File: config.mk
export PLATFORM = sky130hd
export DESIGN_NAME = fetch_stage
export DESIGN_NICKNAME = d
export VERILOG_FILES = /design/src/rtl/pipeline_pkg.sv /design/src/rtl/fetch_stage.sv
export SDC_FILE = /design/constraint.sdc
export NUM_CORES = 1
export LEC_CHECK = 0
export ABC_AREA = 1
export BUFFER_PORTS_ARGS = -buffer_cell sky130_fd_sc_hd__buf_2
export CORE_MARGIN = 2
export CORE_UTILIZATION = 50
export DETAILED_ROUTE_END_ITERATION = 8
export PLACE_DENSITY = 0.73
export SLEW_MARGIN = 20
export SYNTH_ARGS = -nofsm -noshare
export SYNTH_HDL_FRONTEND = slang
export SYNTH_SLANG_ARGS = --single-unit
File: constraint.sdc
create_clock -name clk -period 5 [get_ports clk]
set_input_delay 0.75 -clock clk [delete_from_list [all_inputs] [get_ports clk]]
set_output_delay 0.75 -clock clk [all_outputs]
set_load 0.005 [all_outputs]
File: src/rtl/pipeline_pkg.sv
// Shared pipeline definitions: fetch state encoding and instruction field ranges
// used by the fetch stage, Controller and AluController.
package pipeline_pkg;

  typedef enum logic [1:0] {
    ST_REQ     = 2'd0,
    ST_DISCARD = 2'd1,
    ST_HOLD    = 2'd2
  } fetch_state_e;

  localparam logic [31:0] NOP_INSTR  = 32'h0000_0000;
  localparam int          PC_STEP    = 4;
  localparam int          OPCODE_MSB = 31;
  localparam int          OPCODE_LSB = 26;
  localparam int          FUNC_MSB   = 5;
  localparam int          FUNC_LSB   = 0;

endpackage

File: src/rtl/fetch_stage.sv
// Instruction fetch stage with IF/ID register: owns the PC, talks req/ack to
// instruction memory, parks one instruction across stalls, applies redirects.
module fetch_stage
  import pipeline_pkg::*;
#(
  parameter int                ADDR_W   = 32,
  parameter int                DATA_W   = 32,
  parameter logic [ADDR_W-1:0] RESET_PC = '0
) (
  input  logic              clk,
  input  logic              reset,
  input  logic              stall,
  input  logic              flush,
  input  logic              redirect_valid,
  input  logic [ADDR_W-1:0] redirect_pc,
  output logic              imem_req,
  output logic [ADDR_W-1:0] imem_addr,
  input  logic              imem_ack,
  input  logic [DATA_W-1:0] imem_rdata,
  output logic              ifid_valid,
  output logic [DATA_W-1:0] ifid_instr,
  output logic [ADDR_W-1:0] ifid_pc4,
  output logic [5:0]        ifid_opcode,
  output logic [5:0]        ifid_func,
  output fetch_state_e      dbg_state
);

  // imem handshake: a word transfers in any cycle where imem_req && imem_ack.
  // imem_addr stays fixed from request start until that transfer completes.

  fetch_state_e      state_q, state_d;
  logic [ADDR_W-1:0] pc_q, pc_d;
  logic [ADDR_W-1:0] req_addr_q, req_addr_d;
  logic [DATA_W-1:0] hold_instr_q, hold_instr_d;
  logic [ADDR_W-1:0] hold_pc4_q, hold_pc4_d;
  logic              ifid_valid_q, ifid_valid_d;
  logic [DATA_W-1:0] ifid_instr_q, ifid_instr_d;
  logic [ADDR_W-1:0] ifid_pc4_q, ifid_pc4_d;

  logic              ack_eff;
  logic              accept;
  logic              start_req;
  logic              deliver;
  logic [DATA_W-1:0] deliver_instr;
  logic [ADDR_W-1:0] deliver_pc4;
  logic [ADDR_W-1:0] seq_pc;

  assign imem_req  = !reset && (state_q != ST_HOLD);
  assign imem_addr = req_addr_q;
  assign ack_eff   = imem_req && imem_ack;
  assign accept    = !stall && !flush;
  assign seq_pc    = req_addr_q + ADDR_W'(PC_STEP);

  always_comb begin
    state_d       = state_q;
    pc_d          = pc_q;
    req_addr_d    = req_addr_q;
    hold_instr_d  = hold_instr_q;
    hold_pc4_d    = hold_pc4_q;
    start_req     = 1'b0;
    deliver       = 1'b0;
    deliver_instr = DATA_W'(NOP_INSTR);
    deliver_pc4   = '0;

    case (state_q)
      ST_REQ: begin
        if (ack_eff) begin
          if (redirect_valid) begin
            pc_d      = redirect_pc;
            start_req = 1'b1;
          end else if (accept) begin
            deliver       = 1'b1;
            deliver_instr = imem_rdata;
            deliver_pc4   = seq_pc;
            pc_d          = seq_pc;
            start_req     = 1'b1;
          end else begin
            hold_instr_d = imem_rdata;
            hold_pc4_d   = seq_pc;
            pc_d         = seq_pc;
            state_d      = ST_HOLD;
          end
        end else if (redirect_valid) begin
          pc_d    = redirect_pc;
          state_d = ST_DISCARD;
        end
      end
      ST_DISCARD: begin
        // Stale request must still complete; later redirects just retarget pc.
        if (redirect_valid) pc_d = redirect_pc;
        if (ack_eff) begin
          state_d   = ST_REQ;
          start_req = 1'b1;
        end
      end
      ST_HOLD: begin
        if (redirect_valid) begin
          pc_d      = redirect_pc;
          state_d   = ST_REQ;
          start_req = 1'b1;
        end else if (accept) begin
          deliver       = 1'b1;
          deliver_instr = hold_instr_q;
          deliver_pc4   = hold_pc4_q;
          state_d       = ST_REQ;
          start_req     = 1'b1;
        end
      end
      default: begin
        state_d   = ST_REQ;
        start_req = 1'b1;
      end
    endcase

    if (start_req) req_addr_d = pc_d;

    if (flush) begin
      ifid_valid_d = 1'b0;
      ifid_instr_d = DATA_W'(NOP_INSTR);
      ifid_pc4_d   = '0;
    end else if (stall) begin
      ifid_valid_d = ifid_valid_q;
      ifid_instr_d = ifid_instr_q;
      ifid_pc4_d   = ifid_pc4_q;
    end else begin
      ifid_valid_d = deliver;
      ifid_instr_d = deliver_instr;
      ifid_pc4_d   = deliver_pc4;
    end
  end

  always_ff @(posedge clk) begin
    if (reset) begin
      state_q      <= ST_REQ;
      pc_q         <= RESET_PC;
      req_addr_q   <= RESET_PC;
      hold_instr_q <= DATA_W'(NOP_INSTR);
      hold_pc4_q   <= '0;
      ifid_valid_q <= 1'b0;
      ifid_instr_q <= DATA_W'(NOP_INSTR);
      ifid_pc4_q   <= '0;
    end else begin
      state_q      <= state_d;
      pc_q         <= pc_d;
      req_addr_q   <= req_addr_d;
      hold_instr_q <= hold_instr_d;
      hold_pc4_q   <= hold_pc4_d;
      ifid_valid_q <= ifid_valid_d;
      ifid_instr_q <= ifid_instr_d;
      ifid_pc4_q   <= ifid_pc4_d;
    end
  end

  assign ifid_valid  = ifid_valid_q;
  assign ifid_instr  = ifid_instr_q;
  assign ifid_pc4    = ifid_pc4_q;
  assign ifid_opcode = ifid_instr_q[OPCODE_MSB:OPCODE_LSB];
  assign ifid_func   = ifid_instr_q[FUNC_MSB:FUNC_LSB];
  assign dbg_state   = state_q;

endmodule

### Yosys cells after proc, flatten, opt, wreduce, memory -nomap -nowiden

Index checks and enable logic that the tools add are counted.

* register bits: 195
* input port bits: 70
* output and inout bits: 112
* word-level logic and storage cells: 62

* add/subtract/negate cells: 1
* equality and inequality tests: 8
* muxes and demuxes: 32
* bitwise logic cells: 2
* reductions and logical operators: 11

Operators by type and width (count)
* $mux W32: 13
* $pmux W32 S2: 3
* $add A32 B3 Y32 const B: 1
* $mux W2: 7
* $ne A3 B3 Y1 const B: 4
* $mux W1: 6
* $pmux W2 S3: 1
* $reduce_and A5 Y1: 1
* $ne A2 B2 Y1 const B: 2
* $reduce_and A4 Y1: 1
* $reduce_or A2 Y1: 2
* $logic_and A1 B1 Y1: 3
* $logic_not A1 Y1: 3
* $pmux W1 S3: 1
* $eq A2 B1 Y1 const B: 1
* $eq A2 B2 Y1 const B: 1
* $logic_not A2 Y1: 1
* $not A1 Y1: 2
* $pmux W1 S2: 1

### Logic depth before layout (Yosys ltp)

Gate-level depths: netlist (run 1).

* word-level depth: 6
* depth in mapped cells: 15
* gate-level depth less buffers: 15

### Worst setup path before layout (run 1)

OpenSTA, ideal clock, no wires.

* path type: input -> register
* start: in reset
* end: reg req_addr_q[1] (netlist: imem_addr[1])
* setup time: 0.116 ns
* data arrival time: 1.902 ns
* required time: 4.884 ns
* slack: 2.982 ns
* stages on the path: 13
* path buffers: 3
* path through: buf_6 nor2_4 nand2_4 buf_6 inv_2 nand2_1 nand2_1 a21oi_2 nand2_2 buf_2 nand3_1 o211ai_1 inv_1

* cells in the longest elaborated chain, start to end: 5
* elaborated cells on any way between the ends: 8
* classes of those cells: mux: 5; reduce/logical: 3

Ends and longest elaborated chain
* from (decl): RTL line fetch_stage.sv:11 `input logic reset,`
* $logic_not A1 Y1 (*): RTL line fetch_stage.sv:48 `assign imem_req = !reset && (state_q != ST_HOLD);`
* $logic_and A1 B1 Y1 (*): RTL line fetch_stage.sv:48
* net imem_req: RTL line fetch_stage.sv:16 `output logic imem_req,`
* $logic_and A1 B1 Y1 (*): RTL line fetch_stage.sv:50 `assign ack_eff = imem_req && imem_ack;`
* $mux W1 (tied with other cells): RTL line fetch_stage.sv:91 `if (ack_eff) begin`
* $pmux W1 S3 / $pmux W32 S2 (equally long branches): RTL line fetch_stage.sv:65 `case (state_q)`
* to (signal assigned): RTL line fetch_stage.sv:145 `req_addr_q <= req_addr_d;`
* to (decl): RTL line fetch_stage.sv:33 `logic [ADDR_W-1:0] req_addr_q, req_addr_d;`

Mark *: on every way through the listed nets, which the timed path passes. The rest lies on a longest branch.
A chain may end at the register's enable or synchronous reset.

### Final worst setup path (run 1)

* start: reg state_q[0] (netlist: dbg_state[0])
* end: reg hold_instr_q[13]

* cells in the longest elaborated chain, start to end: 4
* elaborated cells on any way between the ends: 5
* classes of those cells: eq/ne: 1; reduce/logical: 4

Ends and longest elaborated chain
* from (decl): RTL line fetch_stage.sv:31 `fetch_state_e state_q, state_d;`
* from (signal assigned): RTL line fetch_stage.sv:143 `state_q <= state_d;`
* $ne A2 B2 Y1: RTL line fetch_stage.sv:48
* $logic_and A1 B1 Y1: RTL line fetch_stage.sv:48
* $logic_and A1 B1 Y1: RTL line fetch_stage.sv:50
* $reduce_and A4 Y1 (no source line) (*)
* to (signal assigned): RTL line fetch_stage.sv:137 `hold_instr_q <= DATA_W'(NOP_INSTR);`
* to (signal assigned): RTL line fetch_stage.sv:146 `hold_instr_q <= hold_instr_d;`
* to (decl): RTL line fetch_stage.sv:34 `logic [DATA_W-1:0] hold_instr_q, hold_instr_d;`

Mark *: on every way between the ends. The rest lies on a longest branch, timed or not.

==> summary by stage, run 1 <==
Layout
At the end of the flow the core is filled with cells to 58.6%. The count of inserted antenna diode cells is 0. After filler insertion, the fill cell instance count of the layout stands at 1796. The finished layout holds 1814 standard cells, fillers aside.

Across the whole layout, storage elements account for 0.00390 sq mm. The number of nets at the end of the flow is 1616. The post-route netlist has 17.0% of its cells at a drive strength greater than 1.

From synthesis to final layout, the design area changed by 14.4%. The area of combinational cells with multiple inputs is 0.00448 sq mm.

Yosys
The netlist uses 37 different library cells. Sorting the synthesized cells by area gives the leading types as dfxtp_1, nand2_1, inv_1, o211ai_1, a21oi_1. For this run, the number of Yosys warnings is 0.

Counting every instance in the synthesized netlist gives 1427. After synthesis, the largest area contributor takes up 40.4% of total cell area. The sequential cell area fraction in the yosys report is 40.4%.

The flip-flop and latch count after synthesis is 195. The mean cell area of the mapped netlist is 6.76 sq um. The number of nets handed over by synthesis was 1502. The post-synthesis cell area is 0.00965 sq mm. The library cell occupying the most area in the post-synthesis netlist is dfxtp_1.

Global routing
The initial antenna violation count is 0. The wire length of the first global-routing pass is 42.2 mm. The number of global-route vias before repair is 8258. The overall fraction of global-route tracks in use is 25.8%. The largest net degree at the start of global routing is 68. Global routing finished with a remaining overflow of 0.

Run
The max-cap check violation count is 0.

Detailed routing
The average routed wire per standard cell is 14.6 um. The remaining antenna violation count after routing is 0. For this block, the via count after detailed routing is 9319. After detailed routing, the number of remaining DRC violations is 0. The DRC violation total after the first TritonRoute iteration is 649. The total length of routed wires is 26.4 mm.

The first-pass detailed-route iteration total is 5. The mean number of vias per cell is 5.14.

Power and ir drop
The worst-case IR drop observed on VDD is 0.256 mV. The total power is 3.68 mW. In this run the static leakage power is 5.46 nW.

The power per standard cell area is 334 mW/mm^2.

Clocking
The clock-pin slew on the worst setup and hold paths is 0.08 ns. TritonCTS built the clock tree. The number of gates given a new drive strength after cts is 0.

The H-tree was split into 4 levels. In this run, post-CTS hold repair placed 0 buffers. The clock sink count is 195. The later pin in the worst-skew pair is clocked with a latency of 0.45 ns. The clock passes through at most 2 buffers.

TritonCTS created 17 clock buffers. The buffers inserted during post-CTS setup optimization is 0. The cell at the root of the clock tree is clkbuf_16.

Floorplan
For this configuration, the core starts out at a cell density of 51.3%. The core region is 0.0188 sq mm. The die footprint is 0.0204 sq mm. The floorplan die height is 143 um. The number of primary I/O pins is 182.

From left edge to right edge, the die measures 143 um. In this run the core area contains 50 standard-cell rows.

Setup path
The number of cell instances on the worst register-to-register path is 10. The worst-case register-to-register setup slack is 1.49 ns. STA classifies the critical path endpoint as a register. The launching element type of the critical path is a register.

The worst path arrival time is 3.81 ns. The required time reported for the critical path endpoint is 5.30 ns. The highest fanout seen on the critical path is 67. The startpoint of the worst register-to-register path is dbg_state[0]$_SDFFE_PP0P_. The endpoint of the worst register-to-register path is hold_instr_q[13]$_SDFFE_PP0P_. The critical path is of the reg -> reg type.

STA
Across the routed clock network, the largest skew measured is 0.0136 ns. The tightest hold path in the finished design has a slack of 0.456 ns. The number of setup violations in the final report is 0. The hold violation total from the final report is 0.

The total negative setup slack is 0 ns. Headroom to the max-slew limit came out at 30.9%. The highest achievable clock rate is 0.285 GHz. The post-route minimum period is 3.51 ns. Setup repair after global routing left no endpoint under its margin.

At the pin with the least slew margin, the transition time is 1.03 ns. The total count of max-transition violations in the final report is 0. The post-route clock period utilization is 70.2%.

Hold path
The worst hold path belongs to the class reg -> reg. For hold timing, the worst endpoint is hold_pc4_q[4]$_SDFFE_PP0P_. In this run the most critical hold path is launched from hold_pc4_q[4]$_SDFFE_PP0P_. Counting instances, the worst hold path has a depth of 2.

Placed design
After detailed placement, the design holds a cell count of 1782. Routability-driven placement finished with a final weighted congestion of 0.901. The HPWL after detailed placement is 18.2 mm. During placement, the flow inserted port buffers numbering 181.

Status
The flow ran to the end, and the final reports show no timing, DRC or antenna violations.
where the power goes:
| group | total (mW) | internal (mW) | switching (mW) |
|---|---|---|---|
| Clock | 1.37 | 0.685 | 0.686 |
| Combinational | 0.568 | 0.190 | 0.378 |
| Sequential | 1.74 | 1.65 | 0.0947 |
| Total | 3.68 | 2.53 | 1.16 |
through the flow:
| stage | setup WS (ns) | instance area, sq um |
|---|---|---|
| after CTS | 1.48 | 11000 |
| final | 1.49 | 11000 |
| after global placement | 1.40 | 10400 |
| after floorplan | 2.98 | 9650 |
| after detailed placement | 1.30 | 10400 |
| after global routing | 1.09 | 11000 |
area by class of cell:
type / instances / share of cell area, %
well taps: 260 / 2.95
flip-flops and latches: 195 / 35.4
inverters: 207 / 7.04
clock buffers: 18 / 3.98
repair buffers: 188 / 8.68
multi-input cells: 932 / 40.6
clock inverters: 14 / 1.43
cell usage in the layout (no fill, tap or decap), types with 2 or more instances in the layout:
cell type / Yosys / routed
nand2_1: 427 / 427
inv_1: 196 / 195
dfxtp_1: 195 / 195
buf_2: 20 / 181
o21ai_0: 95 / 95
a21oi_1: 95 / 95
nor2_1: 81 / 80
o211ai_1: 77 / 77
nand3_1: 64 / 64
clkbuf_16: 0 / 17
or2_2: 15 / 15
o21ai_1: 14 / 14
inv_2: 10 / 11
and2_1: 10 / 10
nor2_4: 6 / 7
o21bai_1: 7 / 7
buf_4: 19 / 7
a211oi_1: 6 / 6
a221oi_1: 6 / 6
inv_6: 0 / 6
ha_1: 5 / 5
nor2_2: 4 / 4
xor2_1: 4 / 4
clkinv_8: 0 / 4
nand2_4: 3 / 3
xnor2_1: 3 / 3
clkinv_4: 0 / 2
inv_8: 0 / 2
worst max-delay path: stages, from the launching register on:
cell	delay, ns
dfxtp_1	0.39
inv_1	0.09
ha_1	0.28
nor2_4	0.17
nand2_4	0.13
nor2_4	0.45
nand2_4	0.21
nor2_8	0.61
inv_2	0.59
o21ai_0	0.36
a21oi_1	0.07
flip-flops by register name, summed over array words and instances, names as in the netlist:
register	count
dbg_state	2
hold_instr_q	32
hold_pc4_q	32
ifid_instr	32
ifid_pc4	32
ifid_valid	1
imem_addr	32
pc_q	32
per-layer routing:
metal	global-route usage (%)	part of all wire, %	vias up
met5	0	0	-
met4	7.14	1.2	0
met3	3.42	6.4	27
met2	41.3	46	292
met1	36.7	47	4255
li1	-	-	4745
worst max path at each step:
stage	startpoint	endpoint	slack (ns)	cells after the start
2_1_floorplan	reset	imem_addr[1]$_SDFFE_PP0P_	2.98	13
3_3_place_gp	redirect_valid	hold_instr_q[27]$_SDFFE_PP0P_	1.40	7
3_5_place_dp	redirect_valid	hold_instr_q[25]$_SDFFE_PP0P_	1.30	7
4_1_cts	dbg_state[0]$_SDFFE_PP0P_	hold_instr_q[13]$_SDFFE_PP0P_	1.48	10
5_1_grt	dbg_state[0]$_SDFFE_PP0P_	hold_instr_q[6]$_SDFFE_PP0P_	1.09	10
6_report	dbg_state[0]$_SDFFE_PP0P_	hold_instr_q[13]$_SDFFE_PP0P_	1.49	10
cells by family (layout without fill, tap and decap cells):
family	after synthesis	count (layout)	synth area share (%)
adder cells (fa/ha/maj)	5	5	0.648
buffers and inverters	300	427	13.2
XOR/XNOR	7	7	0.635
flip-flops	195	195	40.4
AND/OR/NAND/NOR	615	615	26.5
AO/OA/AOI/OAI	305	305	18.6
cell usage after synthesis, drive strengths merged:
master,number
xnor2,3
and2,10
ha,5
o22ai,1
a221oi,6
nor3,1
or2,16
nand3,64
o21ai,109
buf,49
o221ai,1
clkbuf,44
o21bai,7
nor2,92
clkinv,1
nand4,1
a211oi,6
a21oi,97
xor2,4
dfxtp,195
a21boi,1
o211ai,77
inv,206
nand2,431
No activity file was read; power rests on OpenSTA's default activity.
==> inputs of run 2 (changes only) <==
- clock period: 5 -> 3.25 ns (I/O delays scaled with it)
==> summary by stage, run 2 (synthesized netlist as in run 1, its figures left out) <==
Power and ir drop
The leakage power summed over all cells is 5.51 nW (+0.93%). The power per standard cell area was 514 mW/mm^2 (+54%). The largest voltage drop on the vdd net was 0.322 mV (+26%).

Run
The max-cap check violation count is 0 (unchanged).

Clocking
The count of hold-fix buffers inserted at cts is 0 (unchanged). The number of gates given a new drive strength after cts is 0 (unchanged). The number of levels the H-tree was split into came to 4 (unchanged). The number of buffers added by the clock tree synthesis step came to 17 (unchanged). The TritonCTS clock tree is done. The clock latency at the later pin of the worst-skew pair came to 0.44 ns (about the same).

The clock sink count is 195 (unchanged). The buffers inserted during post-CTS setup optimization is 0 (unchanged). The tree is rooted in a clkbuf_16. The clock-pin slew on the worst setup and hold paths is 0.08 ns (about the same). The maximum clock insertion buffer count was 2 (unchanged).

Layout
The area growth from synthesis to layout is 15.4%. The number of nets at the end of the flow is 1625 (+0.56%). The count of inserted antenna diode cells was 0 (unchanged). The most common cell after layout, fill and taps aside is nand2_1. The final design area excluding fillers came to 0.0111 sq mm (+0.87%).

The post-layout instance count excluding filler cells came to 1823 (+0.50%). The area taken by flip-flops and latches is 0.00390 sq mm (unchanged). The area of combinational cells with multiple inputs is 0.00448 sq mm (unchanged). Leaving out fill and tap cells, the most frequent cells in the layout are nand2_1, inv_1, dfxtp_1. The share of post-route cells with drive strength above 1 is 17.5% (+0.48 points). The total of fill cells in the finished design is 1819 (+1.3%).

STA
The worst slack on hold paths is 0.305 ns (-0.152 ns). The slew at the pin with the worst max-slew slack is 1.03 ns (-0.00271 ns). The hold violation total from the final report was 0 (unchanged). The relative slew slack came to 31.2% (+0.24 points). Setup repair after global routing left no endpoint under its margin. The number of setup violations in the final report is 0 (unchanged). The highest achievable clock rate came to 0.402 GHz (+41%). The final clock skew is 0.0149 ns (+0.00127 ns). The post-route clock period utilization was 76.6% (+6.4 points). The total count of max-transition violations in the final report is 0 (unchanged). The total negative setup slack is 0 ns (unchanged). The post-route minimum period was 2.49 ns (-1.02 ns).

Detailed routing
The mean number of vias per cell is 5.16 (+0.46%). The average routed wire per standard cell was 14.4 um (-1.3%). The number of remaining DRC errors is 0 (unchanged).

The DRC violation total after the first TritonRoute iteration is 757 (+17%). The first-pass detailed-route iteration total is 5 (unchanged). The remaining antenna violation count after routing is 0 (unchanged). The total length of routed wires is 26.2 mm (-0.77%). The number of vias after detailed routing was 9408 (+0.96%).

Floorplan
The number of primary I/O pins is 182 (unchanged). The number of placement rows is 50 (unchanged). The floorplan die height came to 143 um (unchanged). The effective utilization at floorplan was 51.3% (unchanged).

The x dimension of the die is 143 um (unchanged). The die footprint is 0.0204 sq mm (unchanged). The core area is 0.0188 sq mm (unchanged).

Global routing
The initial antenna violation count is 0 (unchanged). The largest net degree at the start of global routing is 68 (unchanged). The wire length of the first global-routing pass was 41.9 mm (-0.72%). The number of global-route vias before repair is 8279 (+0.25%). The overall fraction of global-route tracks in use is 25.7% (-0.11 points).

met2 is the most crowded layer. The overall overflow remaining after global route is 0 (unchanged). The global-route met2 utilization is 41.7% (+0.38 points). The met3 layer usage reported by global route came to 4.80% (+1.4 points). The met1 track demand over resource is 35.6% (-1.1 points).

Hold path
The hold-critical path depth is 3 (+1). The worst min-delay path class is in -> reg. In this run the most critical hold path is launched from imem_rdata[4].

The worst hold path terminates at hold_instr_q[4]$_SDFFE_PP0P_.

Setup path
The number of cell instances on the worst register-to-register path is 12 (+2). The worst path arrival time is 2.85 ns (-0.96 ns). The critical path is of the reg -> reg type. The delay of the slowest cell on the worst path is 0.40 ns (-0.21 ns). The critical path endpoint category is a register. The highest fanout seen on the critical path was 28 (-58%). Counting stages on the worst path, the most repeated cell is nand2_1. The launching element type of the critical path is a register. Traced cell by cell, the critical path runs through inv_1 -> ha_1 -> nor2_4 -> nand2_4 -> inv_2 -> nand2_1 -> nand2_1 -> a21oi_2 -> nand2_2 -> buf_4 -> o21ai_0 -> a21oi_1. The required time reported for the critical path endpoint is 3.61 ns (-1.69 ns). The endpoint of the worst register-to-register path is imem_addr[24]$_SDFFE_PP0P_.

The startpoint identified for the worst register-to-register timing path is dbg_state[0]$_SDFFE_PP0P_. The cell at the slowest stage of the critical path is dfxtp_1. The worst-case register-to-register setup slack is 0.76 ns (-0.73 ns).

Placed design
The number of port buffers is 181 (unchanged). The cell total after placement was 1791 (+0.51%). The HPWL after detailed placement is 18.1 mm (-0.93%). The post-placement cell area is 0.0105 sq mm (+0.77%). The final weighted congestion in routability-driven placement is 0.894 (-0.83%).

Status
The flow ran to the end, and the final reports show no timing, DRC or antenna violations.
==> run 2: cell types whose count changed in the layout (fill, tap and decap cells not counted), sizes merged <==
| cell | before | now |
|---|---|---|
| clkinv | 7 | 8 |
| clkinvlp | 0 | 1 |
| inv | 214 | 212 |
| bufinv | 0 | 1 |
| clkbuf | 18 | 17 |
| buf | 188 | 197 |
==> run 2: through the flow <==
stage / setup slack, ns / power, mW / utilization (%)
after floorplan: 1.34 / 3.30 / -
after global routing: 0.506 / 5.99 / 59.2
final: 0.760 / 5.72 / 59.2
after global placement: 0.854 / 3.59 / 55.9
after detailed placement: 0.819 / 3.61 / 55.9
after CTS: 0.785 / 5.75 / 59.2
==> run 2: final cells by class <==
cell class,count,area share (%)
Clock buffer,17,3.82
Clock inverter,15,1.68
Inverter,207,6.98
Multi-Input combinational cell,932,40.2
Sequential cell,195,35.0
Tap cell,260,2.92
Timing Repair Buffer,197,9.32
==> run 2: worst max-delay path, delay by kind of cell, from the launching register on <==
kind,cells,cell delay (ns)
buffers and inverters,3,0.67
and+or+nand+nor,5,0.72
DFF,1,0.40
AOI/OAI and AO/OA,3,0.34
adders and majority gates,1,0.28
==> run 2: layer usage <==
layer / part of all wire, % / up-vias / routed length [um]
li1: - / 4762 / -
met1: 47 / 4301 / 12200
met2: 46 / 322 / 12000
met3: 6.6 / 23 / 1720
met4: 1.1 / 0 / 296
met5: 0 / - / 0
==> run 2: where the power goes <==
group	internal [mW]	total [mW]	switching, mW	leakage, nW
Combinational	0.307	0.889	0.581	3.63
Sequential	2.54	2.68	0.141	1.59
Clock	1.11	2.16	1.05	0.295
Total	3.95	5.72	1.77	5.51
==> run 2: worst max-delay path by stage <==
stage,startpoint,to,slack [ns],cells past startpoint
2_1_floorplan,dbg_state[0]$_SDFFE_PP0P_,imem_addr[1]$_SDFFE_PP0P_,1.34,14
3_3_place_gp,dbg_state[1]$_SDFFE_PP0P_,imem_addr[6]$_SDFFE_PP0P_,0.85,13
3_5_place_dp,dbg_state[0]$_SDFFE_PP0P_,ifid_pc4[25]$_SDFFE_PP0N_,0.82,13
4_1_cts,dbg_state[0]$_SDFFE_PP0P_,imem_addr[29]$_SDFFE_PP0P_,0.79,12
5_1_grt,dbg_state[0]$_SDFFE_PP0P_,imem_addr[29]$_SDFFE_PP0P_,0.51,12
6_report,dbg_state[0]$_SDFFE_PP0P_,imem_addr[24]$_SDFFE_PP0P_,0.76,12
